### src/rtl/rob_if.sv
// rob_if: groups the reorder buffer's control/data signals.
//   master : the dispatch/execute side. It drives flush, the allocate requests
//            and the writebacks, and receives the pointers, status and commits.
//   slave  : the reorder buffer itself.
// Parameters: DATA_W = result width, RD_W = destination register index width.
interface rob_if #(
  parameter int DATA_W = 32,
  parameter int RD_W   = 5
);
  logic              flush;
  logic              alloc_a_valid;
  logic [RD_W-1:0]   alloc_a_rd;
  logic              alloc_a_regwrite;
  logic              alloc_b_valid;
  logic [RD_W-1:0]   alloc_b_rd;
  logic              alloc_b_regwrite;
  logic              wb0_valid;
  logic [3:0]        wb0_tag;
  logic [DATA_W-1:0] wb0_data;
  logic              wb1_valid;
  logic [3:0]        wb1_tag;
  logic [DATA_W-1:0] wb1_data;
  logic [3:0]        rob_head;
  logic [3:0]        rob_tail;
  logic [4:0]        rob_count;
  logic              rob_empty;
  logic              alloc_err;
  logic              commit0_valid;
  logic [RD_W-1:0]   commit0_rd;
  logic [DATA_W-1:0] commit0_data;
  logic              commit0_regwrite;
  logic              commit1_valid;
  logic [RD_W-1:0]   commit1_rd;
  logic [DATA_W-1:0] commit1_data;
  logic              commit1_regwrite;

  modport master (
    output flush, alloc_a_valid, alloc_a_rd, alloc_a_regwrite,
           alloc_b_valid, alloc_b_rd, alloc_b_regwrite,
           wb0_valid, wb0_tag, wb0_data, wb1_valid, wb1_tag, wb1_data,
    input  rob_head, rob_tail, rob_count, rob_empty, alloc_err,
           commit0_valid, commit0_rd, commit0_data, commit0_regwrite,
           commit1_valid, commit1_rd, commit1_data, commit1_regwrite
  );

  modport slave (
    input  flush, alloc_a_valid, alloc_a_rd, alloc_a_regwrite,
           alloc_b_valid, alloc_b_rd, alloc_b_regwrite,
           wb0_valid, wb0_tag, wb0_data, wb1_valid, wb1_tag, wb1_data,
    output rob_head, rob_tail, rob_count, rob_empty, alloc_err,
           commit0_valid, commit0_rd, commit0_data, commit0_regwrite,
           commit1_valid, commit1_rd, commit1_data, commit1_regwrite
  );
endinterface

### src/rtl/rob.sv
// rob: 16-entry reorder buffer (capacity 15; one slot is always left empty).
// Each cycle it allocates up to two entries in program order at the tail,
// accepts up to two writebacks by tag, and retires up to two completed
// entries in order from the head.
// Ports:
//   clk   : rising-edge clock
//   rst_n : asynchronous active-low reset, equivalent to a flush
//   bus   : rob_if.slave. Carries flush, alloc A/B, wb0/wb1, head/tail/count,
//           empty, alloc_err and commit0/commit1.
module rob #(
  parameter int DATA_W = 32,
  parameter int RD_W   = 5
) (
  input  logic clk,
  input  logic rst_n,
  rob_if.slave bus
);
  localparam int N = 16;

  logic [3:0]        head_q, head_d, tail_q, tail_d;
  logic [4:0]        count_q, count_d;
  logic [N-1:0]      busy_q, busy_d, done_q, done_d;

  // Payload storage. It has no reset because busy/done qualify every entry.
  logic [RD_W-1:0]   rd_mem [N];
  logic [DATA_W-1:0] data_mem [N];
  logic [N-1:0]      regwrite_mem;

  logic              c0_valid_q, c0_valid_d, c1_valid_q, c1_valid_d;
  logic [RD_W-1:0]   c0_rd_q, c0_rd_d, c1_rd_q, c1_rd_d;
  logic [DATA_W-1:0] c0_data_q, c0_data_d, c1_data_q, c1_data_d;
  logic              c0_rw_q, c0_rw_d, c1_rw_q, c1_rw_d;
  logic              alloc_err_q, alloc_err_d;

  logic [3:0] head1;
  logic       c0, c1;
  logic [1:0] commit_n, alloc_n;
  logic       fit1, fit2, a_acc, b_acc;
  logic [3:0] a_idx, b_idx;
  logic       wb0_hit, wb1_hit;

  // Commit decision on the pre-edge state. The second slot only retires
  // behind the first, so retirement stays in order.
  assign head1    = head_q + 4'd1;
  assign c0       = busy_q[head_q] & done_q[head_q] & ~bus.flush;
  assign c1       = c0 & busy_q[head1] & done_q[head1];
  assign commit_n = {1'b0, c0} + {1'b0, c1};

  // Acceptance uses the pre-edge count. A slot freed by a commit on this
  // same edge therefore cannot be reused until the next cycle.
  assign fit1  = (count_q + 5'd1) <= 5'd15;
  assign fit2  = (count_q + 5'd2) <= 5'd15;
  assign a_acc = bus.alloc_a_valid & fit1 & ~bus.flush;
  assign b_acc = bus.alloc_b_valid & (bus.alloc_a_valid ? fit2 : fit1) & ~bus.flush;
  assign a_idx = tail_q;
  assign b_idx = bus.alloc_a_valid ? tail_q + 4'd1 : tail_q;
  assign alloc_n = {1'b0, a_acc} + {1'b0, b_acc};

  assign wb0_hit = bus.wb0_valid & busy_q[bus.wb0_tag] & ~bus.flush;
  assign wb1_hit = bus.wb1_valid & busy_q[bus.wb1_tag] & ~bus.flush;

  // Per-entry next state. Allocation only ever targets non-busy slots, so it
  // cannot collide with a writeback or a commit on the same entry.
  generate
    for (genvar gi = 0; gi < N; gi++) begin : g_entry
      localparam logic [3:0] IDX = 4'(gi);
      logic wb_set, clr, set;
      assign wb_set = (wb0_hit && bus.wb0_tag == IDX) || (wb1_hit && bus.wb1_tag == IDX);
      assign clr    = (c0 && head_q == IDX) || (c1 && head1 == IDX);
      assign set    = (a_acc && a_idx == IDX) || (b_acc && b_idx == IDX);
      assign busy_d[gi] = ~bus.flush & (set | (busy_q[gi] & ~clr));
      assign done_d[gi] = ~bus.flush & ~set & ~clr & (done_q[gi] | wb_set);
    end
  endgenerate

  always_comb begin
    head_d      = head_q + {2'b00, commit_n};
    tail_d      = tail_q + {2'b00, alloc_n};
    count_d     = count_q + {3'b000, alloc_n} - {3'b000, commit_n};
    alloc_err_d = ~bus.flush &
                  ((bus.alloc_a_valid & ~a_acc) | (bus.alloc_b_valid & ~b_acc));
    c0_valid_d  = c0;
    c0_rd_d     = c0 ? rd_mem[head_q] : '0;
    c0_data_d   = c0 ? data_mem[head_q] : '0;
    c0_rw_d     = c0 & regwrite_mem[head_q];
    c1_valid_d  = c1;
    c1_rd_d     = c1 ? rd_mem[head1] : '0;
    c1_data_d   = c1 ? data_mem[head1] : '0;
    c1_rw_d     = c1 & regwrite_mem[head1];
    if (bus.flush) begin
      head_d  = '0;
      tail_d  = '0;
      count_d = '0;
    end
  end

  always_ff @(posedge clk or negedge rst_n) begin
    if (!rst_n) begin
      head_q      <= '0;
      tail_q      <= '0;
      count_q     <= '0;
      busy_q      <= '0;
      done_q      <= '0;
      alloc_err_q <= 1'b0;
      c0_valid_q  <= 1'b0;
      c0_rd_q     <= '0;
      c0_data_q   <= '0;
      c0_rw_q     <= 1'b0;
      c1_valid_q  <= 1'b0;
      c1_rd_q     <= '0;
      c1_data_q   <= '0;
      c1_rw_q     <= 1'b0;
    end else begin
      head_q      <= head_d;
      tail_q      <= tail_d;
      count_q     <= count_d;
      busy_q      <= busy_d;
      done_q      <= done_d;
      alloc_err_q <= alloc_err_d;
      c0_valid_q  <= c0_valid_d;
      c0_rd_q     <= c0_rd_d;
      c0_data_q   <= c0_data_d;
      c0_rw_q     <= c0_rw_d;
      c1_valid_q  <= c1_valid_d;
      c1_rd_q     <= c1_rd_d;
      c1_data_q   <= c1_data_d;
      c1_rw_q     <= c1_rw_d;
    end
  end

  // Payload writes. Port 1 is written last, so it wins when both ports hit
  // the same tag.
  always_ff @(posedge clk) begin
    if (wb0_hit) data_mem[bus.wb0_tag] <= bus.wb0_data;
    if (wb1_hit) data_mem[bus.wb1_tag] <= bus.wb1_data;
    if (a_acc) begin
      rd_mem[a_idx]       <= bus.alloc_a_rd;
      regwrite_mem[a_idx] <= bus.alloc_a_regwrite;
    end
    if (b_acc) begin
      rd_mem[b_idx]       <= bus.alloc_b_rd;
      regwrite_mem[b_idx] <= bus.alloc_b_regwrite;
    end
  end

  assign bus.rob_head         = head_q;
  assign bus.rob_tail         = tail_q;
  assign bus.rob_count        = count_q;
  assign bus.rob_empty        = (count_q == 5'd0);
  assign bus.alloc_err        = alloc_err_q;
  assign bus.commit0_valid    = c0_valid_q;
  assign bus.commit0_rd       = c0_rd_q;
  assign bus.commit0_data     = c0_data_q;
  assign bus.commit0_regwrite = c0_rw_q;
  assign bus.commit1_valid    = c1_valid_q;
  assign bus.commit1_rd       = c1_rd_q;
  assign bus.commit1_data     = c1_data_q;
  assign bus.commit1_regwrite = c1_rw_q;
endmodule

### src/flat_wrapper.sv
// flat-port wrapper written by rule: the top's interface ports become plain ports
module rob_flat 
#(
  parameter int DATA_W = 32,
  parameter int RD_W   = 5
)
  (clk, rst_n, bus_flush, bus_alloc_a_valid, bus_alloc_a_rd, bus_alloc_a_regwrite, bus_alloc_b_valid, bus_alloc_b_rd, bus_alloc_b_regwrite, bus_wb0_valid, bus_wb0_tag, bus_wb0_data, bus_wb1_valid, bus_wb1_tag, bus_wb1_data, bus_rob_head, bus_rob_tail, bus_rob_count, bus_rob_empty, bus_alloc_err, bus_commit0_valid, bus_commit0_rd, bus_commit0_data, bus_commit0_regwrite, bus_commit1_valid, bus_commit1_rd, bus_commit1_data, bus_commit1_regwrite);
  rob_if #(.DATA_W(DATA_W), .RD_W(RD_W)) bus_i ();
  input  logic clk;
  input  logic rst_n;
  input wire logic [$bits(bus_i.flush)-1:0] bus_flush;
  input wire logic [$bits(bus_i.alloc_a_valid)-1:0] bus_alloc_a_valid;
  input wire logic [$bits(bus_i.alloc_a_rd)-1:0] bus_alloc_a_rd;
  input wire logic [$bits(bus_i.alloc_a_regwrite)-1:0] bus_alloc_a_regwrite;
  input wire logic [$bits(bus_i.alloc_b_valid)-1:0] bus_alloc_b_valid;
  input wire logic [$bits(bus_i.alloc_b_rd)-1:0] bus_alloc_b_rd;
  input wire logic [$bits(bus_i.alloc_b_regwrite)-1:0] bus_alloc_b_regwrite;
  input wire logic [$bits(bus_i.wb0_valid)-1:0] bus_wb0_valid;
  input wire logic [$bits(bus_i.wb0_tag)-1:0] bus_wb0_tag;
  input wire logic [$bits(bus_i.wb0_data)-1:0] bus_wb0_data;
  input wire logic [$bits(bus_i.wb1_valid)-1:0] bus_wb1_valid;
  input wire logic [$bits(bus_i.wb1_tag)-1:0] bus_wb1_tag;
  input wire logic [$bits(bus_i.wb1_data)-1:0] bus_wb1_data;
  output wire logic [$bits(bus_i.rob_head)-1:0] bus_rob_head;
  output wire logic [$bits(bus_i.rob_tail)-1:0] bus_rob_tail;
  output wire logic [$bits(bus_i.rob_count)-1:0] bus_rob_count;
  output wire logic [$bits(bus_i.rob_empty)-1:0] bus_rob_empty;
  output wire logic [$bits(bus_i.alloc_err)-1:0] bus_alloc_err;
  output wire logic [$bits(bus_i.commit0_valid)-1:0] bus_commit0_valid;
  output wire logic [$bits(bus_i.commit0_rd)-1:0] bus_commit0_rd;
  output wire logic [$bits(bus_i.commit0_data)-1:0] bus_commit0_data;
  output wire logic [$bits(bus_i.commit0_regwrite)-1:0] bus_commit0_regwrite;
  output wire logic [$bits(bus_i.commit1_valid)-1:0] bus_commit1_valid;
  output wire logic [$bits(bus_i.commit1_rd)-1:0] bus_commit1_rd;
  output wire logic [$bits(bus_i.commit1_data)-1:0] bus_commit1_data;
  output wire logic [$bits(bus_i.commit1_regwrite)-1:0] bus_commit1_regwrite;
  assign bus_i.flush = bus_flush;
  assign bus_i.alloc_a_valid = bus_alloc_a_valid;
  assign bus_i.alloc_a_rd = bus_alloc_a_rd;
  assign bus_i.alloc_a_regwrite = bus_alloc_a_regwrite;
  assign bus_i.alloc_b_valid = bus_alloc_b_valid;
  assign bus_i.alloc_b_rd = bus_alloc_b_rd;
  assign bus_i.alloc_b_regwrite = bus_alloc_b_regwrite;
  assign bus_i.wb0_valid = bus_wb0_valid;
  assign bus_i.wb0_tag = bus_wb0_tag;
  assign bus_i.wb0_data = bus_wb0_data;
  assign bus_i.wb1_valid = bus_wb1_valid;
  assign bus_i.wb1_tag = bus_wb1_tag;
  assign bus_i.wb1_data = bus_wb1_data;
  assign bus_rob_head = bus_i.rob_head;
  assign bus_rob_tail = bus_i.rob_tail;
  assign bus_rob_count = bus_i.rob_count;
  assign bus_rob_empty = bus_i.rob_empty;
  assign bus_alloc_err = bus_i.alloc_err;
  assign bus_commit0_valid = bus_i.commit0_valid;
  assign bus_commit0_rd = bus_i.commit0_rd;
  assign bus_commit0_data = bus_i.commit0_data;
  assign bus_commit0_regwrite = bus_i.commit0_regwrite;
  assign bus_commit1_valid = bus_i.commit1_valid;
  assign bus_commit1_rd = bus_i.commit1_rd;
  assign bus_commit1_data = bus_i.commit1_data;
  assign bus_commit1_regwrite = bus_i.commit1_regwrite;
  rob #(.DATA_W(DATA_W), .RD_W(RD_W)) u_core (.clk(clk), .rst_n(rst_n), .bus(bus_i));
endmodule
### config.mk
export PLATFORM = sky130hd
export DESIGN_NAME = rob_flat
export DESIGN_NICKNAME = d
export VERILOG_FILES = /design/src/rtl/rob_if.sv /design/src/rtl/rob.sv /design/src/flat_wrapper.sv
export SDC_FILE = /design/constraint.sdc
export NUM_CORES = 1
export LEC_CHECK = 0
export BUFFER_PORTS_ARGS = -buffer_cell sky130_fd_sc_hd__buf_2
export CORE_ASPECT_RATIO = 0.9
export CORE_MARGIN = 8
export CORE_UTILIZATION = 57
export CTS_CLUSTER_SIZE = 14
export DETAILED_ROUTE_END_ITERATION = 16
export GPL_ROUTABILITY_DRIVEN = 0
export PLACE_DENSITY_LB_ADDON = 0.15
export SKIP_LAST_GASP = 1
export SLEW_MARGIN = 40
export SYNTH_ARGS = -nofsm -noshare
export SYNTH_HDL_FRONTEND = slang
export SYNTH_SLANG_ARGS = --single-unit
### constraint.sdc
create_clock -name clk -period 4.95 [get_ports clk]
set_input_delay 0.495 -clock clk [delete_from_list [all_inputs] [get_ports clk]]
set_output_delay 0.495 -clock clk [all_outputs]
set_load 0.02 [all_outputs]
==> results of run 1 <==
cell families after synthesis:
family / Yosys count
AO/OA/AOI/OAI: 200
buffers and inverters: 300
multiplexers: 1009
AND/OR/NAND/NOR: 340
adder cells (fa/ha/maj): 32
flip-flops: 732
XOR/XNOR: 14
placed cells by master (no fill, tap or decap), drive strengths merged, types with 5 or more instances in the layout:
cell type	instances
nand2	91
clkinv	22
edfxtp	592
nor2b	94
mux2i	57
xor2	8
o21bai	13
and3	12
nand4	7
a21o	7
nor2	31
dfxtp	16
inv	26
diode	10
a41o	5
mux4	356
clkbuf	117
nand3	26
ha	30
nand2b	13
buf	261
a211oi	76
xnor2	6
dfrtp	124
a21oi	39
or2	5
mux2	596
o31ai	7
o21ai	29
nor3	28
metal layers:
layer | global-route usage [%] | up-vias
li1 | - | 10703
met1 | 41.89 | 14142
met2 | 47.17 | 1704
met3 | 6.376 | 291
met4 | 11.00 | 10
met5 | 0 | -
power by group:
group / switching, mW / internal, mW
Combinational: 0.551 / 0.468
Sequential: 0.0929 / 6.74
Clock: 2.49 / 3.28
Total: 3.14 / 10.5
stage by stage:
step,area (µm²),hold WS (ps),setup slack (ps),utilization (%)
detailed placement,43590,532.8,806.5,59.78
floorplan,41810,199.4,168.9,-
global route,46150,199.2,427.7,63.28
finish,46150,174.1,673.0,63.29
global placement,43450,493.2,924.4,59.59
CTS,46090,152.4,786.3,63.20
registers in the layout (all words and copies together), names as in the netlist, 5 cells and up:
name / count
u_core.bus.commit0_rd: 5
u_core.done_q: 16
u_core.bus.rob_count: 5
u_core.bus.commit0_data: 32
u_core.busy_q: 16
u_core.bus.commit1_rd: 5
u_core.regwrite_mem: 16
u_core.bus.commit1_data: 32
u_core.data_mem: 512
u_core.rd_mem: 80
worst min-delay path by stage:
stage | endpoint | slack (ps) | cells after the start
4_1_cts | u_core.bus.alloc_err | 150 | 3
3_5_place_dp | u_core.regwrite_mem[1] | 530 | 2
5_1_grt | u_core.bus.alloc_err | 200 | 3
2_1_floorplan | u_core.bus.alloc_err | 200 | 0
6_report | u_core.bus.alloc_err | 170 | 3
3_3_place_gp | u_core.regwrite_mem[1] | 490 | 2
synth_stat cells (all sizes together) (3+ instances only):
library cell  count  area, µm²
nor3             28      140.1
inv              26      97.59
nand4             7      50.05
edfxtp          592      17780
or2               5      31.28
a211o             4      35.03
xor2              8      70.07
nand3b            4      30.03
a41o              5      50.05
o31ai             7      57.55
and3             12      80.08
nor2             31      116.4
xnor2             6      52.55
o21bai           13      97.59
clkbuf          158      595.6
mux2i            57      570.6
nor4b             4      47.55
mux2            596       6787
a21o              7      52.55
ha               30      375.4
a21oi            39      225.2
buf             116      671.9
dfxtp            16      320.3
a211oi           76      620.6
nand3            26      135.1
mux4            356       8018
nor2b            94      588.1
and2              3      18.77
nand2            91      344.1
nor4bb            4      40.04
o21ai            29      148.9
dfrtp           124       3103
nand2b           13      81.33
final cells by class:
class,instances,share of cell area (%)
Sequential cell,732,45.96
Clock inverter,27,0.6560
Tap cell,960,2.602
Inverter,26,0.2142
Multi-Input combinational cell,1595,42.11
Clock buffer,117,4.728
Timing Repair Buffer,262,3.681
Antenna cell,10,0.05422
worst register-to-register path, cell delays in order, from the launching register on:
cell	delay (ps)
dfrtp_4	670
buf_4	320
nor2b_1	80
a2111oi_1	640
nor3_1	170
o21ai_4	210
or2_2	160
inv_2	60
ha_1	320
ha_1	280
inv_1	50
ha_1	220
inv_1	100
fa_1	210
inv_1	50
a21oi_1	110
nor2_1	60
or3_1	340
a21oi_1	160
==> key figures, run 1 <==
Synth
  – Avg Cell Area, Syn: 15.92 µm²
  – Simple-gate share of the synthesized area: under 10%
  – Yosys synthesis warning count: 0
  – Dominant combinational cell family by area after synthesis: multiplexers
  – Synth unique cells: 79
  – Share of synthesized area occupied by flip-flops and latches: about half
  – Synth Area in Compound Gates: 3.507%
  – Number of flip-flops and latches in the synthesized netlist: 732
  – Post-synth EDFFs: approximately 600
  – Adder-Cell Fraction of Synth Area: less than 1%
  – Area share of xor/xnor cells in the synthesized design: 0.2933%
  – Number of instances in the synthesized netlist: ~2600
  – Top flip-flop cell by instance count after synthesis: edfxtp_1
  – Cell area after synthesis: roughly 0.042 mm²
  – Async set or reset register ratio after synthesis: between 15 and 20%
  – Net count after synthesis: 2750
  – Multiplexer fraction of the synthesized cell area: between 30% and 40%

Global route
  – Tot GR Track Use: 30.15%
  – Via count of the first global-routing pass: 27388
  – Global-route wire length before repair: 183000 µm
  – Global route total overflow: 0
  – Largest net degree at the start of global routing: 120
  – Initial antenna violation count: 15

Floorplanning
  – Die Footprint: 0.08229 mm²
  – Horizontal extent of the die: 301.5 µm
  – DIE HEIGHT: ~270 µm
  – Std-Cell Rows: 94
  – I/O pin count: 184
  – Core footprint: 0.07292 mm²
  – Initial core utilization: between 50% and 60%

Critical path
  – CP Depth: 18
  – Crit path cell chain: buf_4, nor2b_1, a2111oi_1, nor3_1, o21ai_4, or2_2, inv_2, ha_1, ha_1, inv_1, ha_1, inv_1, fa_1, inv_1, a21oi_1, nor2_1, or3_1, a21oi_1
  – Critical path buffer and inverter count: 5
  – Worst setup path end: u_core.bus.rob_count[4]
  – Data required time at the worst endpoint: roughly 5500 ps
  – Dominant delay contributor by cell family on the critical path: compound AO/OA/AOI/OAI gates
  – RR Endpoint: u_core.bus.rob_count[4]
  – Setup slack on the worst flop-to-flop path: 670 ps
  – Crit path capture type: flop
  – Critical R2R Launch: u_core.bus.rob_head[1]
  – Element type at the critical path start: flop
  – Peak per-stage delay on the critical path: 670 ps
  – Class of the most critical setup path: flop to flop
  – Crit Path Max Fanout: 25
  – Cell with the biggest individual delay on the critical path: dfrtp_4
  – Worst endpoint data arrival time: 4830 ps
  – FF-to-FF path depth: 18
  – Launching instance or port of the critical path: u_core.bus.rob_head[1]

Routing
  – Antenna-violating nets left: 0
  – Met3 WL post-DR: 13280 µm
  – Per-cell via count in the routed design: 7.200
  – Met2 wirelength from detailed routing: slightly below 60000 µm
  – Total via count after detailed routing: 26850
  – Remaining routing DRC violations: 0
  – Met1 routed wirelength after detailed routing: 48840 µm
  – Drt initial violations: between 3000 and 4000
  – Highest routing layer actually used: met5
  – Total wire length: roughly 130000 µm
  – Routed len/inst: between 30 and 40 µm
  – Pre-antenna DRT Iters: 5

Power and ir drop
  – Leakage dissipation: 15.69 nW
  – Power Density: between 200 and 300 mW/mm²
  – Total design power: 13.62 mW
  – Worst IR Drop VDD: 0.2912 mV

Min path
  – Type of the worst min-delay path: input port to flop
  – Startpoint of the tightest hold check path: bus_alloc_b_valid

STA
  – Final clock skew: 20.11 ps
  – TNS Setup: 0 ps
  – Setup-violating endpoint count in the final report: 0
  – Final Hold Viols: 0
  – Share of the cycle needed by the critical path after routing: 86.40%
  – Minimum period implied by the final worst setup slack: 4277 ps
  – Worst slew margin: 39.92%
  – Final count of pins violating max slew: 0
  – Peak Freq: 233.8 MHz
  – Setup repair after global routing missed its margin: false
  – Transition at the pin with the smallest max-transition slack: 901.1 ps

CTS
  – Post-CTS Hold Fix Bufs: 1
  – H-tree level count: 3
  – Clock tree root driver cell: clkbuf_16
  – Source-to-sink clock delay at the later pin of the worst-skew pair: 640 ps
  – Clock transition time at the flip-flop clock pins of the worst setup and hold paths: 60 ps
  – Sinks on Clock Net: 732
  – Max clock buf depth: 3
  – Number of buffers added for setup after CTS: 0
  – Post-cts repair resize count: 0
  – CTS tree: built
  – Number of buffers created by CTS: 77

Place
  – Post-detail-place hpwl: 73070 µm
  – Number of instances in the placed design: about 3600
  – Input/output buffers: 183

Cells and area
  – Area used by multi-input combinational logic: roughly 0.019 mm²
  – Relative area change from synthesis to final layout: 10.38%
  – Proportion of layout cells with a drive suffix above 1: 50.63%
  – Fillers: 5269
  – Final Non-Filler Cells: 3729
  – Final nets: 2817
  – Combined flip-flop and latch cell area: 0.02121 mm²

Outcome
  – Run status: completed

Job
  – Number of violations of the max-capacitance limit: 0
Power figures use the tool's default switching activity.
==> run 2: changes to the inputs <==
--- a/config.mk
+++ b/config.mk
@@ -8,7 +8,7 @@
 export BUFFER_PORTS_ARGS = -buffer_cell sky130_fd_sc_hd__buf_2
 export CORE_ASPECT_RATIO = 0.9
 export CORE_MARGIN = 8
-export CORE_UTILIZATION = 57
+export CORE_UTILIZATION = 60
 export CTS_CLUSTER_SIZE = 14
 export DETAILED_ROUTE_END_ITERATION = 16
 export GPL_ROUTABILITY_DRIVEN = 0
==> constraint.sdc (replaced) <==
create_clock -name clk -period 4.9 [get_ports clk]
set_input_delay 0.49 -clock clk [delete_from_list [all_inputs] [get_ports clk]]
set_output_delay 0.49 -clock clk [all_outputs]
set_load 0.02 [all_outputs]
==> key figures, run 2 (synthesized netlist as in run 1, its figures left out) <==
Cells and area
  – Most common cell after layout, fill and taps aside: edfxtp_1
  – Fillers: 4838
  – Core occupancy in the finished layout: 66.29%
  – Top library cells by usage in the layout, fill and taps aside: 592 x edfxtp_1, 575 x mux2_2, 356 x mux4_2
  – Final nets: roughly 2800
  – Flip-flop count of the largest register, all copies and words added: 512
  – Biggest registers after layout: u_core.data_mem: 512 flops, u_core.rd_mem: 80 flops
  – Combined flip-flop and latch cell area: 0.02121 mm²
  – Relative area change from synthesis to final layout: 10.23%
  – Largest register by flop count: u_core.data_mem
  – Proportion of layout cells with a drive suffix above 1: between 50 and 60%
  – Area used by multi-input combinational logic: 0.01945 mm²

Critical path
  – Cell with the biggest individual delay on the critical path: dfrtp_4
  – Class of the most critical setup path: flop to flop
  – Worst endpoint data arrival time: 4810 ps
  – Most used cell, CP: ha_1
  – Element type at the critical path start: flop
  – Crit path capture type: flop
  – Data required time at the worst endpoint: approximately 5500 ps
  – Crit Path Max Fanout: 24
  – Crit path cell chain: ha_1, buf_4, nand2_1, o31ai_1, nand2_1, nand4_2, or2_2, inv_2, ha_1, ha_1, inv_1, ha_1, inv_1, fa_1, inv_1, a21oi_1, nor2_1, or3_1, a21oi_1
  – Peak per-stage delay on the critical path: 640 ps

Global route
  – Tot GR Track Use: 31.23%
  – Global route total overflow: 0
  – Global-route wire length before repair: 181500 µm
  – Via count of the first global-routing pass: approximately 27000
  – Largest net degree at the start of global routing: 115
  – Initial antenna violation count: 15

Outcome
  – Run status: completed

CTS
  – Number of buffers created by CTS: 77
  – Source-to-sink clock delay at the later pin of the worst-skew pair: 640 ps
  – CTS tree: built
  – H-tree level count: 3
  – Clock tree root driver cell: clkbuf_16
  – Max clock buf depth: 3
  – Sinks on Clock Net: roughly 730
  – Clock transition time at the flip-flop clock pins of the worst setup and hold paths: 60 ps

Routing
  – Remaining routing DRC violations: 0
  – Met1 routed wirelength after detailed routing: about 48000 µm
  – Pre-antenna DRT Iters: 6
  – Antenna-violating nets left: 0
  – Per-cell via count in the routed design: 7.235
  – Highest routing layer actually used: met5
  – Total wire length: approximately 120000 µm
  – Drt initial violations: 3424
  – Met3 WL post-DR: 13950 µm
  – Met2 wirelength from detailed routing: 57880 µm
  – Routed len/inst: 33.43 µm
  – Total via count after detailed routing: 26683

Floorplanning
  – Horizontal extent of the die: around 290 µm
  – Std-Cell Rows: 92
  – Initial core utilization: between 60% and 70%
  – I/O pin count: 184
  – DIE HEIGHT: ~270 µm
  – Die Footprint: between 0.07 and 0.08 mm²
  – Core footprint: 0.06953 mm²

Place
  – Input/output buffers: 183
  – Post-detail-place hpwl: about 71000 µm

Power and ir drop
  – Power Density: 306.2 mW/mm²
  – Leakage dissipation: 15.68 nW
  – Total design power: 14.11 mW
  – Worst IR Drop VDD: 0.2620 mV

STA
  – Share of the cycle needed by the critical path after routing: 86.69%
  – Setup repair after global routing missed its margin: false
  – Final clock skew: around 22 ps
  – Worst slew margin: roughly 41%
  – TNS Setup: 0 ps
  – Peak Freq: between 200 and 250 MHz
  – Transition at the pin with the smallest max-transition slack: 869.5 ps
  – Minimum period implied by the final worst setup slack: roughly 4200 ps
  – Final count of pins violating max slew: 0
  – Final Hold Viols: 0
  – Setup-violating endpoint count in the final report: 0

Min path
  – Type of the worst min-delay path: input port to flop

Job
  – Number of violations of the max-capacitance limit: 0
-- run 2: changes by cell type in the layout (fill, tap and decap cells not counted), sizes merged --
cell / change
inv: +2
clkbuf: -4
bufinv: +4
clkinv: -2
diode: -4
buf: -17
-- run 2: metrics by stage --
step / hold slack, ps / cell area, µm² / setup WS (ps) / cells
finish: 146.3 / 46090 / 652.4 / 3688
global route: 135.9 / 46090 / 333.6 / 3686
floorplan: 194.4 / 41810 / 118.9 / 2627
CTS: 123.3 / 46020 / 630.3 / 3681
global placement: 502.6 / 43320 / 720.6 / 3537
detailed placement: 517.2 / 43370 / 623.6 / 3537
-- run 2: area by class of cell --
type                    instances  share of cell area (%)
flip-flops and latches        732                   46.02
well taps                     940                   2.552
multi-input cells            1595                   42.19
diodes                          6                 0.03258
inverters                      26                  0.2145
clock inverters                31                  0.8117
repair buffers                246                   3.266
clock buffers                 112                   4.911
-- run 2: power breakdown --
| group | switching (mW) | internal (mW) | total, mW | leakage (nW) |
|---|---|---|---|---|
| logic | 0.556 | 0.472 | 1.03 | 7.21 |
| clock network | 2.54 | 3.64 | 6.18 | 1.30 |
| registers | 0.0937 | 6.81 | 6.90 | 7.17 |
| total | 3.19 | 10.9 | 14.1 | 15.7 |
-- run 2: path summary, 6_finish.rpt --
kind	start	end	slack, ps	depth (start not counted)
max	u_core.bus.rob_head[1]	u_core.bus.rob_count[4]	650	19
min	bus_alloc_b_valid	u_core.bus.alloc_err	150	3
max reg2reg	u_core.bus.rob_head[1]	u_core.bus.rob_count[4]	650	19
min reg2reg	u_core.regwrite_mem[1]	u_core.regwrite_mem[1]	530	2
max in group asynchronous	rst_n	u_core.bus.commit0_data[10]	3320	3
min in group asynchronous	rst_n	u_core.bus.commit0_data[28]	440	2
-- run 2: timing repair --
action / CTS / global route
hold endpoints to repair: 74 / 0
hold buffers: 1 / 0
setup endpoints to repair: 0 / 0
resized for setup: 0 / 0
buffers inserted: 0 / 0
-- run 2: routing by layer --
layer | GRT usage [%] | vias to the layer above
met5 | 0 | -
met4 | 10.08 | 14
met3 | 8.189 | 279
met2 | 48.42 | 1676
met1 | 43.33 | 14047
li1 | - | 10667
-- run 2: critical path: cells and delay by family (launching register included) --
kind,cells,cell delay [ps]
DFF,1,640
adders and majority gates,5,1370
buffers and inverters,5,430
AOI/OAI and AO/OA,3,850
and+or+nand+nor,6,900
